`config.mk`:
```
export PLATFORM = sky130hd
export DESIGN_NAME = regfile_writeback_arbiter
export DESIGN_NICKNAME = d
export VERILOG_FILES = /design/src/rtl/regfile_writeback_arbiter.sv
export SDC_FILE = /design/constraint.sdc
export NUM_CORES = 1
export LEC_CHECK = 0
export CORE_AREA = 5 5 125 127
export DETAILED_ROUTE_END_ITERATION = 6
export DIE_AREA = 0 0 130 132
export HOLD_SLACK_MARGIN = 0.02
export PLACE_DENSITY = 0.77
export SYNTH_ARGS = -nofsm -noshare
export SYNTH_HDL_FRONTEND = slang
export SYNTH_SLANG_ARGS = --single-unit
```
`constraint.sdc`:
```
create_clock -name clk -period 2.4 [get_ports clk]
set_clock_uncertainty 0.1 [all_clocks]
set_input_delay 0.36 -clock clk [delete_from_list [all_inputs] [get_ports clk]]
set_output_delay 0.36 -clock clk [all_outputs]
set_load 0.05 [all_outputs]
```
`src/rtl/regfile_writeback_arbiter.sv`:
```
// regfile_writeback_arbiter: sole driver of the register file write port, merging
// unstallable pipeline results with buffered long-latency results drained into idle slots.
module regfile_writeback_arbiter #(
   parameter int DATA_WIDTH   = 32,
   parameter int ADDR_WIDTH   = 5,
   parameter int FIFO_DEPTH   = 2,
   parameter int STARVE_LIMIT = 4
) (
   input  logic                  clk,
   input  logic                  rst_n,
   input  logic                  pipe_we,
   input  logic [ADDR_WIDTH-1:0] pipe_rd,
   input  logic [DATA_WIDTH-1:0] pipe_wd,
   input  logic                  lu_issue,
   input  logic [ADDR_WIDTH-1:0] lu_issue_rd,
   input  logic                  lu_valid,
   output logic                  lu_ready,
   input  logic [ADDR_WIDTH-1:0] lu_rd,
   input  logic [DATA_WIDTH-1:0] lu_wd,
   output logic                  WE3,
   output logic [ADDR_WIDTH-1:0] A3,
   output logic [DATA_WIDTH-1:0] WD3,
   output logic [31:0]           pending_mask,
   output logic                  stall_req
);
   localparam int PW = $clog2(FIFO_DEPTH);
   localparam int CW = PW + 1;
   localparam int SW = $clog2(STARVE_LIMIT + 1);
   localparam logic [CW-1:0] LP_FULL  = CW'(FIFO_DEPTH);
   localparam logic [SW-1:0] LP_LIMIT = SW'(STARVE_LIMIT);

   logic [ADDR_WIDTH-1:0] r_fifo_rd [FIFO_DEPTH];
   logic [DATA_WIDTH-1:0] r_fifo_wd [FIFO_DEPTH];
   logic [PW-1:0]         r_rptr, r_wptr;
   logic [CW-1:0]         r_count;
   logic [SW-1:0]         r_starve;
   logic                  w_pipe_slot, w_push, w_pop;
   logic [ADDR_WIDTH-1:0] w_head_rd;
   logic [DATA_WIDTH-1:0] w_head_wd;
   logic [31:0]           w_set, w_clr;
   logic [SW-1:0]         w_starve_nxt;

   assign lu_ready = r_count < LP_FULL;

   always_comb begin
      w_pipe_slot  = pipe_we && pipe_rd != '0;
      w_push       = lu_valid && lu_ready && lu_rd != '0;
      w_pop        = !w_pipe_slot && r_count != '0;
      w_head_rd    = r_fifo_rd[r_rptr];
      w_head_wd    = r_fifo_wd[r_rptr];
      w_set        = (lu_issue && lu_issue_rd != '0) ? 32'd1 << lu_issue_rd : '0;
      w_clr        = w_pop ? 32'd1 << w_head_rd : '0;
      // counter saturates at the limit so it can never wrap and drop stall_req spuriously
      w_starve_nxt = (w_pop || r_count != LP_FULL || !w_pipe_slot) ? '0 :
                     (r_starve == LP_LIMIT) ? r_starve : r_starve + SW'(1);
   end

   always_ff @(posedge clk) begin
      if (w_push) begin
         r_fifo_rd[r_wptr] <= lu_rd;
         r_fifo_wd[r_wptr] <= lu_wd;
      end
   end

   always_ff @(posedge clk) begin
      if (!rst_n) begin
         r_rptr       <= '0;
         r_wptr       <= '0;
         r_count      <= '0;
         r_starve     <= '0;
         WE3          <= 1'b0;
         A3           <= '0;
         WD3          <= '0;
         pending_mask <= '0;
         stall_req    <= 1'b0;
      end else begin
         WE3          <= w_pipe_slot || w_pop;
         A3           <= w_pipe_slot ? pipe_rd : w_pop ? w_head_rd : A3;
         WD3          <= w_pipe_slot ? pipe_wd : w_pop ? w_head_wd : WD3;
         r_rptr       <= r_rptr + PW'(w_pop);
         r_wptr       <= r_wptr + PW'(w_push);
         r_count      <= r_count + CW'(w_push) - CW'(w_pop);
         pending_mask <= (pending_mask & ~w_clr) | w_set;
         r_starve     <= w_starve_nxt;
         stall_req    <= w_starve_nxt >= LP_LIMIT;
      end
   end
endmodule

```
; ---- Yosys cells after proc, flatten, opt, wreduce, memory -nomap -nowiden
; Memories as Yosys holds them, arrays and structs flattened. A register that Yosys moved wholly into a read port is not among the register bits.
; Cells that the tools add are included.
[totals]
rom_bits = 0
ramBits = 74
mem_count = 2
out_inout_bits = 72
in_bits = 84
latch_bits = 0
word_cells = 51
register_bits = 78
[classes]
n_bitwise = 3
n_shift = 2
n_lt_le_gt_ge = 2
n_addsub = 5
reduce_logical = 14
n_eq_ne = 2
div = 0
n_mul = 0
muxes = 12
[mem_list]
columns = name, depth, word_bits, read_ports, rd_clocked_by_memory_dff, write_ports, line
row1 = r_fifo_wd, 2, 32, 1, 1, 1, 33  ; logic [DATA_WIDTH-1:0] r_fifo_wd [FIFO_DEPTH];
row2 = r_fifo_rd, 2, 5, 1, 1, 1, 32  ; logic [ADDR_WIDTH-1:0] r_fifo_rd [FIFO_DEPTH];
[ops]
columns = cell, n
row1 = two-way mux 32 bit, 4
row2 = "<< shifter 1 x 5 -> 32 bit, first input constant", 2
row3 = bitwise AND 32 bit, 1
row4 = inverter 32 bit, 1
row5 = bitwise OR 32 bit, 1
row6 = nonzero test 5 bit, 3
row7 = two-way mux 5 bit, 2
row8 = two-way mux 3 bit, 2
row9 = logical AND 1 bit, 5
row10 = two-way mux 1 bit, 4
row11 = nonzero test 2 bit, 2
row12 = "adder 3 x 1 -> 3 bit, second input constant", 1
row13 = "== test 3 bit, second input constant", 1
row14 = ">= comparator 3 bit, second input constant", 1
row15 = logical OR 1 bit, 3
row16 = adder 1 bit, 2
row17 = adder 2 x 1 -> 2 bit, 1
row18 = "less-than comparator 2 bit, second input constant", 1
row19 = "inequality test 2 bit, second input constant", 1
row20 = subtractor 2 x 1 -> 2 bit, 1
row21 = logical NOT 1 bit, 1

; ---- Logic depth before layout (Yosys ltp)
; Gate-level depths: netlist of the first run.
[depth]
depth_word = 8
depth_mapped = 11
mapped_depth_nobuf = 9

; ---- Worst setup path after synthesis of the first run
; No wires, ideal clock.
[synth_path]
path_type = input-to-reg
start = in pipe_rd[1]
end = reg r_count[1]
setup_time_ns = 0.128
n_path_buf = 2
stages = 11
path_slack_ns = -0.069
t_required_ns = 2.172
t_arrival_ns = 2.241
path_cell_list = or4_4 -> o21a_4 -> buf_6 -> clkbuf_1 -> nor2_1 -> ha_1 -> inv_1 -> ha_1 -> xnor2_1 -> xnor2_1 -> nor2_1
[synth_via]
elab_chain_cells = 5
[synth_rtl]
columns = item, line
row1 = from (decl), 12  ; input logic [ADDR_WIDTH-1:0] pipe_rd,
row2 = nonzero test 5 bit, 46  ; w_pipe_slot = pipe_we && pipe_rd != '0;
row3 = logical AND 1 bit, 46
row4 = logical NOT 1 bit, 48  ; w_pop = !w_pipe_slot && r_count != '0;
row5 = logical AND 1 bit, 48
row6 = subtractor 2 x 1 -> 2 bit, 82  ; r_count <= r_count + CW'(w_push) - CW'(w_pop);
row7 = to (signal assigned), 82
row8 = to (decl), 35  ; logic [CW-1:0] r_count;
; No other way between the ends.
; A chain may end at the register's enable or synchronous reset.

; ---- Final worst setup path of the first run
; Ends and elaborated chain as after synthesis.

==> results.md, run 1 <==
- Final Instance Area: between 8000 and 9000 um2
- Gr ovfl total: 0
- Leakage: slightly below 0.003 uW
- CP endpoint: r_count[1]
- Final period util: 0.9624
- Final Max Slew Viols: 0
- Final hold slack: 0.3588 ns
- Switching Fraction: 0.3281
- CTS Buf Count: 17
- Hold_buf cts: 0
- Port bufs: 155
- GP Congestion: approximately 0.84
- Routed WL per cell: approximately 17 um
- Achievable Freq: 432.9 MHz
- Seq/Total Area, Yosys: 0.6121
- Power Internal: around 5600 uW
- Detailed Route Iter0 Violations: 304
- CTS tree: built
- Count of warnings emitted by yosys: 0
- Synth top area share: 0.3595
- Clock root buffer: clkbuf_16
- DRC: 0
- Mapped Nets: roughly 640
- Crit path from: pipe_rd[1]
- R2r worst-path depth: 4
- Clk network pwr share: 0.315
- Asr flop ratio synth: 0
- Post-cts gate resize count: 0
- DP Cell Count: 890
- DR vias/cell: 5.318
- Pre-CTS WS: -0.3338 ns
- Outcome: complete, no violations
- Worst slew pin tran: ~0.7 ns
- Clock Tree Buf Depth: 2
- Dpl hpwl: between 10000 and 15000 um
- Worst EP required: 2.58 ns
- Area contributors post-synth: edfxtp_1 36%, dfxtp_1 25%, nand2_1 6.5%, mux2i_1 6.0%, a21oi_1 5.3%
- Post-synth EDFFs: between 70 and 80
- Diode count: 0
- Die X: 130 um
- Drt total wl: 16060 um
- Unrepaired setup endpoints after global routing: false
- Post-synth top cells: 107 x nand2_1, 78 x dfxtp_1, 74 x edfxtp_1
- Die Y: about 130 um
- Pre-antenna DRT Iters: 4
- Die Area: roughly 17000 um2
- I/O pins: 156
- Hold Path Class: reg2reg
- ANT nets after route: 0
- Reg-to-reg setup timing slack: 0.31 ns
- Vias: 4903
- Prevailing post-synth register cell: dfxtp_1
- Crit path DAT: 2.49 ns
- Syn avg cell area: about 11 um2
- Synthesized area: between 6000 and 7000 um2
- Cell Count, Final, Fillers Out: 922
- #FFs+latches synth: 152
- Placed inst area: 8150 um2
- Tot GR Track Use: 0.1913
- Maxcap violations: 0
- Initial Utilization: 0.4318
- Initial antenna violation count: 0
- Fillcell total: 1164
- Sequential cell area: around 3800 um2
- CP startpoint kind: input pin
- Max-slew headroom: 0.5217
- Setup Buffers After CTS: 0
- P_sw: 2714 uW
- Final hold vios: 0
- Multi-input logic area: 2213 um2
- Post-synth cell types: 39
- Clk Latency, worst-skew pair: ~0.42 ns
- Max FO, Critical Path: 3
- Core Area: 14310 um2
- First-pass GRT wire length: 25740 um
- Worst vdd ir: 0.5791 mV
- Pwr dens: roughly 950 nW/um2
- Final design utilization: 0.6105
- Mapped Cells: 554
- FP Rows: 44
- Clock transition at path regs: 0.06 ns
- Share of cells above drive strength 1: 0.1179
- Sequential power share: 0.392
- FF-to-FF End: pending_mask[3]
- Largest area contributor in the netlist: edfxtp_1
- Final worst path period need: 2.310 ns
- CTS H-tree depth: 4
- Clk sink count: 152
- Final setup vio count: 0
- Most common cell in the synthesized netlist: nand2_1
- Vias in the first global route: 5051
- Critical Path Sink Type: flip-flop
- Post-route setup slack: 0.09024 ns
- Area growth syn-to-layout: 41.38%
- Largest net degree at the start of global routing: a little under 70
- Critical path type: in2reg
- Nets: 815
- Combinational group share of total power: 0.294
==> power groups by stage <==
| stage | Combinational (uW) | Clock [uW] | Sequential [uW] |
|---|---|---|---|
| 2_1_floorplan | 1160 | 0 | 3670 |
| 3_3_place_gp | 2390 | 0 | 3280 |
| 3_5_place_dp | 2430 | 0 | 3290 |
| 4_1_cts | 2450 | 2650 | 3240 |
| 5_1_grt | 2630 | 2760 | 3270 |
| 6_report | 2430 | 2610 | 3240 |
==> final cells by class <==
class | instances | share of cell area
multi-input combinational | 354 | 0.2533
clock inverter | 14 | 0.01704
inverter | 8 | 0.003436
sequential | 152 | 0.4331
timing repair buffer | 192 | 0.2165
tap | 184 | 0.02635
clock buffer | 18 | 0.05026
==> flip-flops by register name (all words and copies together), names as in the netlist, 2 cells and up, named ones only <==
| register | cells |
|---|---|
| WD3 | 32 |
| r_fifo_wd | 64 |
| r_fifo_rd | 10 |
| A3 | 5 |
| r_starve | 2 |
| r_count | 2 |
| pending_mask | 32 |
==> worst max-delay path, stage by stage <==
cell and delay [ns]:
clkdlybuf4s50_1 0.42, or4_4 0.57, o21a_4 0.22, nor2_1 0.09, ha_1 0.23, inv_1 0.05
ha_1 0.16, xnor2_1 0.16, xnor2_1 0.16, nor2_1 0.06
==> cells by family (layout without fill, tap and decap cells) <==
family | count (synthesis) | in the layout | share of synthesized area
flip-flops | 152 | 152 | 0.6121
XOR/XNOR | 3 | 3 | 0.004252
AO/OA/AOI/OAI | 144 | 144 | 0.1545
adder cells (fa/ha/maj) | 6 | 6 | 0.01215
AND/OR/NAND/NOR | 162 | 162 | 0.1211
multiplexers | 39 | 39 | 0.06356
buffers and inverters | 48 | 232 | 0.03239
==> per-layer routing <==
layer  share of wire  vias up  wire length [um]  GRT usage
li1                -     2393                 -          -
met1            0.41     2297              6558     0.2308
met2            0.49      197              7867     0.3112
met3           0.086       16              1387    0.06807
met4           0.015        0               248    0.07506
met5               0        -                 0          0
==> cell usage in the layout (no fill, tap or decap), types with 5 or more instances in the layout <==
cell type / instances
clkdlybuf4s50_1: 155
nand2_1: 107
dfxtp_1: 77
edfxtp_1: 74
a21oi_1: 66
mux2i_1: 37
o211ai_1: 37
buf_4: 32
a311oi_1: 25
nor2_1: 19
clkbuf_16: 17
o21ai_0: 8
inv_1: 7
nor3_1: 6
o221a_1: 5
buf_12: 5
==> per-stage QoR <==
stage / total power [uW] / TNS [ns]
floorplan: 4832 / -0.03129
global placement: 5664 / -1.749
detailed placement: 5724 / -2.835
CTS: 8341 / 0
global route: 8667 / 0
finish: 8272 / 0
==> how the worst min path moves through the flow <==
stage / from / end / cells after the start
6_report: pending_mask[0] / pending_mask[0] / 2
5_1_grt: pending_mask[0] / pending_mask[0] / 2
4_1_cts: pending_mask[0] / pending_mask[0] / 2
3_5_place_dp: pending_mask[0] / pending_mask[0] / 2
3_3_place_gp: pending_mask[0] / pending_mask[0] / 2
2_1_floorplan: lu_rd[0] / r_fifo_rd[0][0] / 0
(Power assumes the default switching activity.)
==> run 2, diff against run 1 <==
Settings changed: CORE_AREA 5 5 125 127 to 3 3 123 125, DIE_AREA 0 0 130 132 to 0 0 126 128.
==> run 2 against run 1 <==
Compared with the run above:
- combinational power hardly changed
- critical endpoint unchanged
- hold slack better by 0.0048 ns
- critical path depth did not move
- clock-buffer cell count rose by 4
- via count is 2.6% higher
- register-to-register slack better by 0.04 ns
- sequential share of layout area rose by 0.43 points
- worst setup slack better by 0.0012 ns
- fmax hardly changed
- utilization is 0.81 points higher
- die area down 6.0%
- non-clock buffer count decreased by 2
==> results.md, run 2 (same netlist as run 1, synthesis figures left out) <==
- Outcome: complete, no violations
- Crit path DAT: 2.48 ns (about the same)
- Clock Tree Buf Depth: 2 (unchanged)
- R2r worst-path depth: 8 (+4)
- Pre-antenna DRT Iters: 5 (+1)
- Routed WL per cell: 17.20 um (-1.2%)
- Port bufs: 155 (unchanged)
- Commonest non-fill, non-tap cell in the layout: clkdlybuf4s50_1
- Share of cells above drive strength 1: 0.1141 (-0.003756)
- HP Start: pending_mask[0]
- Hold Path Class: reg2reg
- Worst vdd ir: 0.5485 mV (-5.3%)
- Final setup vio count: 0 (unchanged)
- Nets: 813 (-0.25%)
- Number of flip-flops under the largest register name: 64 (unchanged)
- Commonest cells after routing, fill and taps aside: 155 x clkdlybuf4s50_1, 107 x nand2_1, 77 x dfxtp_1
- Final Power: 7993 uW (-3.4%)
- Post-cts gate resize count: 0 (unchanged)
- Multi-input logic area: 2226 um2 (+0.57%)
- Final design utilization: 0.6186 (+0.008115)
- Cell count along the critical path: 10 (unchanged)
- CP startpoint kind: input pin
- CTS Buf Count: 17 (unchanged)
- Leakage: 0.002949 uW (-0.90%)
- Die Y: 128 um (-3.0%)
- FP Rows: 43 (-2.3%)
- DR vias/cell: 5.493 (+3.3%)
- CTS tree: built
- Initial Utilization: 0.4419 (+0.01004)
- Largest net degree at the start of global routing: 68 (unchanged)
- Top Family by Delay on Critical Path: simple AND/OR/NAND/NOR gates
- DP Cell Count: 884 (-0.67%)
- Vias in the first global route: 4953 (-1.9%)
- DRC: 0 (unchanged)
- Placed inst area: 8130 um2 (-0.25%)
- Final hold vios: 0 (unchanged)
- Drt total wl: 15760 um (-1.9%)
- GP Congestion: 0.8278 (-1.9%)
- Clock transition at path regs: 0.06 ns (about the same)
- WP buf/inv: 2 (unchanged)
- Vias: 5032 (+2.6%)
- Worst slew pin tran: 0.7028 ns (-0.01463 ns)
- Initial antenna violation count: 0 (unchanged)
- Setup Buffers After CTS: 0 (unchanged)
- Final worst path period need: 2.309 ns (-0.001201 ns)
- Die X: 126 um (-3.1%)
- Diode count: 0 (unchanged)
- Tot GR Track Use: 0.1954 (+0.004130)
- ANT nets after route: 0 (unchanged)
- Hold path depth: 2 (unchanged)
- Sequential cell area: 3785 um2 (unchanged)
- CTS H-tree depth: 4 (unchanged)
- I/O pins: 156 (unchanged)
- Maxcap violations: 0 (unchanged)
- Max FO, Critical Path: 3 (unchanged)
- Fillcell total: 1136 (-2.4%)
- Clk Latency, worst-skew pair: 0.42 ns (about the same)
- First-pass GRT wire length: 24810 um (-3.6%)
- Crit path from: pipe_rd[1]
- Final Instance Area: 8653 um2 (-0.97%)
- Die Area: 16130 um2 (-6.0%)
- Gr ovfl total: 0 (unchanged)
- Hold_buf cts: 0 (unchanged)
- Largest Register: r_fifo_wd
- Dpl hpwl: 11140 um (-3.7%)
- Reg-to-Reg Start: r_count[1]
- Detailed Route Iter0 Violations: 301 (-0.99%)
- Final period util: 0.9619 (about the same)
- Core Area: 13990 um2 (-2.3%)
- Achievable Freq: 433.2 MHz (about the same)
- Final Max Slew Viols: 0 (unchanged)
- Unrepaired setup endpoints after global routing: false
- Cell Count, Final, Fillers Out: 916 (-0.65%)
- Clk sink count: 152 (unchanged)
- Critical Path Sink Type: flip-flop
- Critical Path Max Stage Delay: 0.56 ns (about the same)
- Slowest stage cell, crit path: or4_4
- Critical path type: in2reg
- Pwr dens: 923.7 nW/um2 (-2.4%)
- Max-slew headroom: 0.5314 (+0.009756)
- Worst EP required: 2.57 ns (about the same)
- Area growth syn-to-layout: 40.00%
- CP Cell Sequence: clkdlybuf4s50_1 -> or4_4 -> o21a_4 -> nor2_2 -> ha_1 -> inv_1 -> ha_2 -> xnor2_2 -> xnor2_1 -> nor2_1
- Largest regs: r_fifo_wd (64), WD3 (32), pending_mask (32)
- Clock root buffer: clkbuf_16
-- run 2: cell count changes in the layout (fill, tap and decap cells not counted), sizes merged --
| cell | previous run | this run |
|---|---|---|
| clkinvlp | 4 | 0 |
| buf | 37 | 35 |
| clkinv | 6 | 8 |
| bufinv | 2 | 0 |
| clkbuf | 18 | 22 |
-- run 2: worst min-delay path: stages (launching register included) --
cell     delay, ns
dfxtp_1       0.32
nand2_1       0.06
a21oi_1       0.04
-- run 2: where the power goes --
group	switching, uW	internal [uW]
Combinational	1520	914
Sequential	146	3090
Clock	990	1330
Total	2660	5340
-- run 2: layer usage --
layer	part of all wire	GRT usage
met1	0.41	0.2295
met2	0.49	0.3246
met3	0.083	0.06833
met4	0.024	0.08707
met5	0	0
-- run 2: path summary, 6_finish.rpt --
path / endpoint / slack, ns
min: pending_mask[0] / 0.36
max: r_count[1] / 0.09
max reg2reg: r_count[1] / 0.35
min reg2reg: pending_mask[0] / 0.36
-- run 2: area by class of cell --
cell class / count / area share
clock buffer: 22 / 0.05249
clock inverter: 10 / 0.006507
inverter: 8 / 0.003470
multi-input combinational: 354 / 0.2572
sequential: 152 / 0.4374
tap: 180 / 0.02603
timing repair buffer: 190 / 0.2169
-- run 2: through the flow --
stage | hold WS, ns | setup slack (ns) | setup TNS (ns)
2_1_floorplan | 0.3589 | -0.03129 | -0.03129
3_3_place_gp | 0.3289 | -0.2395 | -1.737
3_5_place_dp | 0.3483 | -0.3592 | -2.906
4_1_cts | 0.3590 | 0.09155 | 0
5_1_grt | 0.3820 | 0.02014 | 0
6_report | 0.3637 | 0.09144 | 0
==> run 3, diff against run 2 <==
Settings changed: CORE_AREA 3 3 123 125 to 3 3 122 124, CTS_BUF_LIST from default to sky130_fd_sc_hd__clkbuf_4, DIE_AREA 0 0 126 128 to 0 0 125 127, PLACE_DENSITY 0.77 to 0.78.
==> run 3 against run 2 <==
Compared with the run above:
- via count shrank 1.5%
- sequential share of layout area increased by 1.1 points
- die area fell by 1.6%
- final cell count increased by 0.55%
- flip-flop and latch count stayed put
- power shrank 8.3%
- wire length grew 1.5%
- non-clock buffer count is 5 higher
- utilization fell by 1.0 points
- clock power fell by 28%
- global-route usage grew 0.70 points
- cell area shrank 2.4%
- largest cell class unchanged
- highest routed layer unchanged
==> results.md, run 3 (same netlist as run 1, synthesis figures left out) <==
- Outcome: complete, no violations
- CTS H-tree depth: 4 (unchanged)
- Initial antenna violation count: 0 (unchanged)
- CTS Buf Count: 17 (unchanged)
- Largest Register: r_fifo_wd
- Leakage: 0.002867 uW (-2.8%)
- CP Cell Sequence: clkdlybuf4s50_1
- Worst EP required: 1.94 ns (-0.63 ns)
- Hold_buf cts: 0 (unchanged)
- Final period util: 0.9384 (-0.02349)
- Achievable Freq: 444.0 MHz (+2.5%)
- Unrepaired setup endpoints after global routing: false
- Final hold vios: 0 (unchanged)
- CP startpoint kind: flip-flop
- DR vias/cell: 5.382 (-2.0%)
- Final Max Slew Viols: 0 (unchanged)
- Combinational group share of total power: 0.330 (+0.026)
- Sequential power share: 0.440 (+0.035)
- Pre-CTS WS: -0.2937 ns (+0.06551 ns)
- Clk sink count: 152 (unchanged)
- Clock transition at path regs: 0.14 ns (+0.08 ns)
- Core Area: 13880 um2 (-0.77%)
- Die Area: 15880 um2 (-1.6%)
- Post-route setup slack: 0.1478 ns (+0.05638 ns)
- Largest regs: r_fifo_wd (64), WD3 (32), pending_mask (32)
- Pre-antenna DRT Iters: 4 (-1)
- Maxcap violations: 0 (unchanged)
- Detailed Route Iter0 Violations: 248 (-18%)
- Placed inst area: 8143 um2 (+0.15%)
- Pwr dens: 868.1 nW/um2 (-6.0%)
- Die X: 125 um (-0.79%)
- P_sw: 2604 uW (-1.9%)
- Setup TNS: 0 ns (unchanged)
- Diode count: 0 (unchanged)
- Final worst path period need: 2.252 ns (-0.05638 ns)
- Vias: 4957 (-1.5%)
- Dpl hpwl: 11720 um (+5.2%)
- Area growth syn-to-layout: 36.66%
- Max FO, Critical Path: 2 (-1)
- Clk Latency, worst-skew pair: 0.55 ns (+0.13 ns)
- Gr ovfl total: 0 (unchanged)
- Share of cells above drive strength 1: 0.1188 (+0.004628)
- Initial Utilization: 0.4453 (+0.003425)
- Clock root buffer: clkbuf_4
- Crit path DAT: 1.79 ns (-0.69 ns)
- Critical Path Sink Type: output port
- Vias in the first global route: 5003 (+1.0%)
- WP buf/inv: 1 (-1)
- Slowest stage cell, crit path: clkdlybuf4s50_1
- DRC: 0 (unchanged)
- Worst vdd ir: 0.5139 mV (-6.3%)
- Final setup vio count: 0 (unchanged)
- GP Congestion: 0.8151 (-1.5%)
- Clk network pwr share: 0.230 (-0.061)
- First-pass GRT wire length: 25650 um (+3.4%)
- Largest net degree at the start of global routing: 68 (unchanged)
- Power Internal: 4728 uW (-11%)
- Hold Path Class: in2reg
- Port bufs: 155 (unchanged)
- Drt total wl: 16000 um (+1.5%)
- Reg-to-reg setup timing slack: 0.41 ns (+0.06 ns)
- I/O pins: 156 (unchanged)
- Number of flip-flops under the largest register name: 64 (unchanged)
- Commonest non-fill, non-tap cell in the layout: clkdlybuf4s50_1
- Top Family by Delay on Critical Path: buffers and inverters
- CTS tree: built
- Max-slew headroom: 0.5174 (-0.01405)
- Critical path type: reg2out
- Final Instance Area: 8447 um2 (-2.4%)
- Commonest cells after routing, fill and taps aside: 154 x clkdlybuf4s50_1, 107 x nand2_1, 77 x dfxtp_1
- Routed WL per cell: 17.37 um (+0.97%)
- FP Rows: 43 (unchanged)
- Tot GR Track Use: 0.2024 (+0.007022)
- Switching Fraction: 0.3552 (+0.02293)
- Worst slew pin tran: 0.7239 ns (+0.02108 ns)
- Critical Path Max Stage Delay: 0.83 ns (+0.27 ns)
- ANT nets after route: 0 (unchanged)
- Clock Tree Buf Depth: 2 (unchanged)
- Die Y: 127 um (-0.78%)
- Nets: 818 (+0.62%)
run 3: changes by cell type in the layout (fill, tap and decap cells not counted), moves of 2 or more:
cell / before / now
clkbuf_4: 0 / 18
clkbuf_16: 17 / 0
buf_4: 30 / 37
clkinv_2: 7 / 1
clkbuf_1: 4 / 0
inv_6: 0 / 4
bufinv_16: 0 / 3
buf_12: 5 / 3
clkinv_1: 0 / 2
clkinvlp_4: 0 / 2
run 3: final cells by class:
type,count,area [um2]
repair buffers,195,1888
fillers,1147,5434
inverters,8,30.03
clock inverters,14,170.2
multi-input cells,354,2213
clock buffers,18,135.1
flip-flops and latches,152,3785
well taps,180,225.2
run 3: per-stage QoR:
stage	hold WS (ns)	std cells	total power, uW	utilization
2_1_floorplan	0.3589	554	4832	-
3_3_place_gp	0.3259	889	5658	0.5866
3_5_place_dp	0.3600	889	5731	0.5866
4_1_cts	0.1863	921	7398	0.6085
5_1_grt	0.1983	921	7717	0.6085
6_report	0.2367	921	7333	0.6085
run 3: what timing repair did:
action / CTS / global route
gates resized for setup: 1 / 0
hold endpoints to repair: 0 / 0
setup buffers: 0 / 0
endpoints found under the setup margin: 1 / 0
run 3: path summary, 6_finish.rpt:
kind         cells past startpoint            start         endpoint
max                              1            A3[2]            A3[2]
min                              3      pipe_wd[23]          WD3[23]
max reg2reg                      4        flip-flop  pending_mask[7]
min reg2reg                      2  pending_mask[0]  pending_mask[0]
run 3: per-layer routing:
metal  global-route usage  vias to the layer above  wire length [um]
met2               0.3483                      180              7969
met3              0.06605                       21              1225
met1               0.2424                     2358              6595
li1                     -                     2398                 -
met5                    0                        -                 0
met4              0.06378                        0               208
run 3: power groups by stage:
stage | registers, uW | logic, uW | clock network [uW]
5_1_grt | 3260 | 2620 | 1830
2_1_floorplan | 3670 | 1160 | 0
6_report | 3230 | 2420 | 1680
3_3_place_gp | 3270 | 2390 | 0
3_5_place_dp | 3290 | 2440 | 0
4_1_cts | 3230 | 2440 | 1720
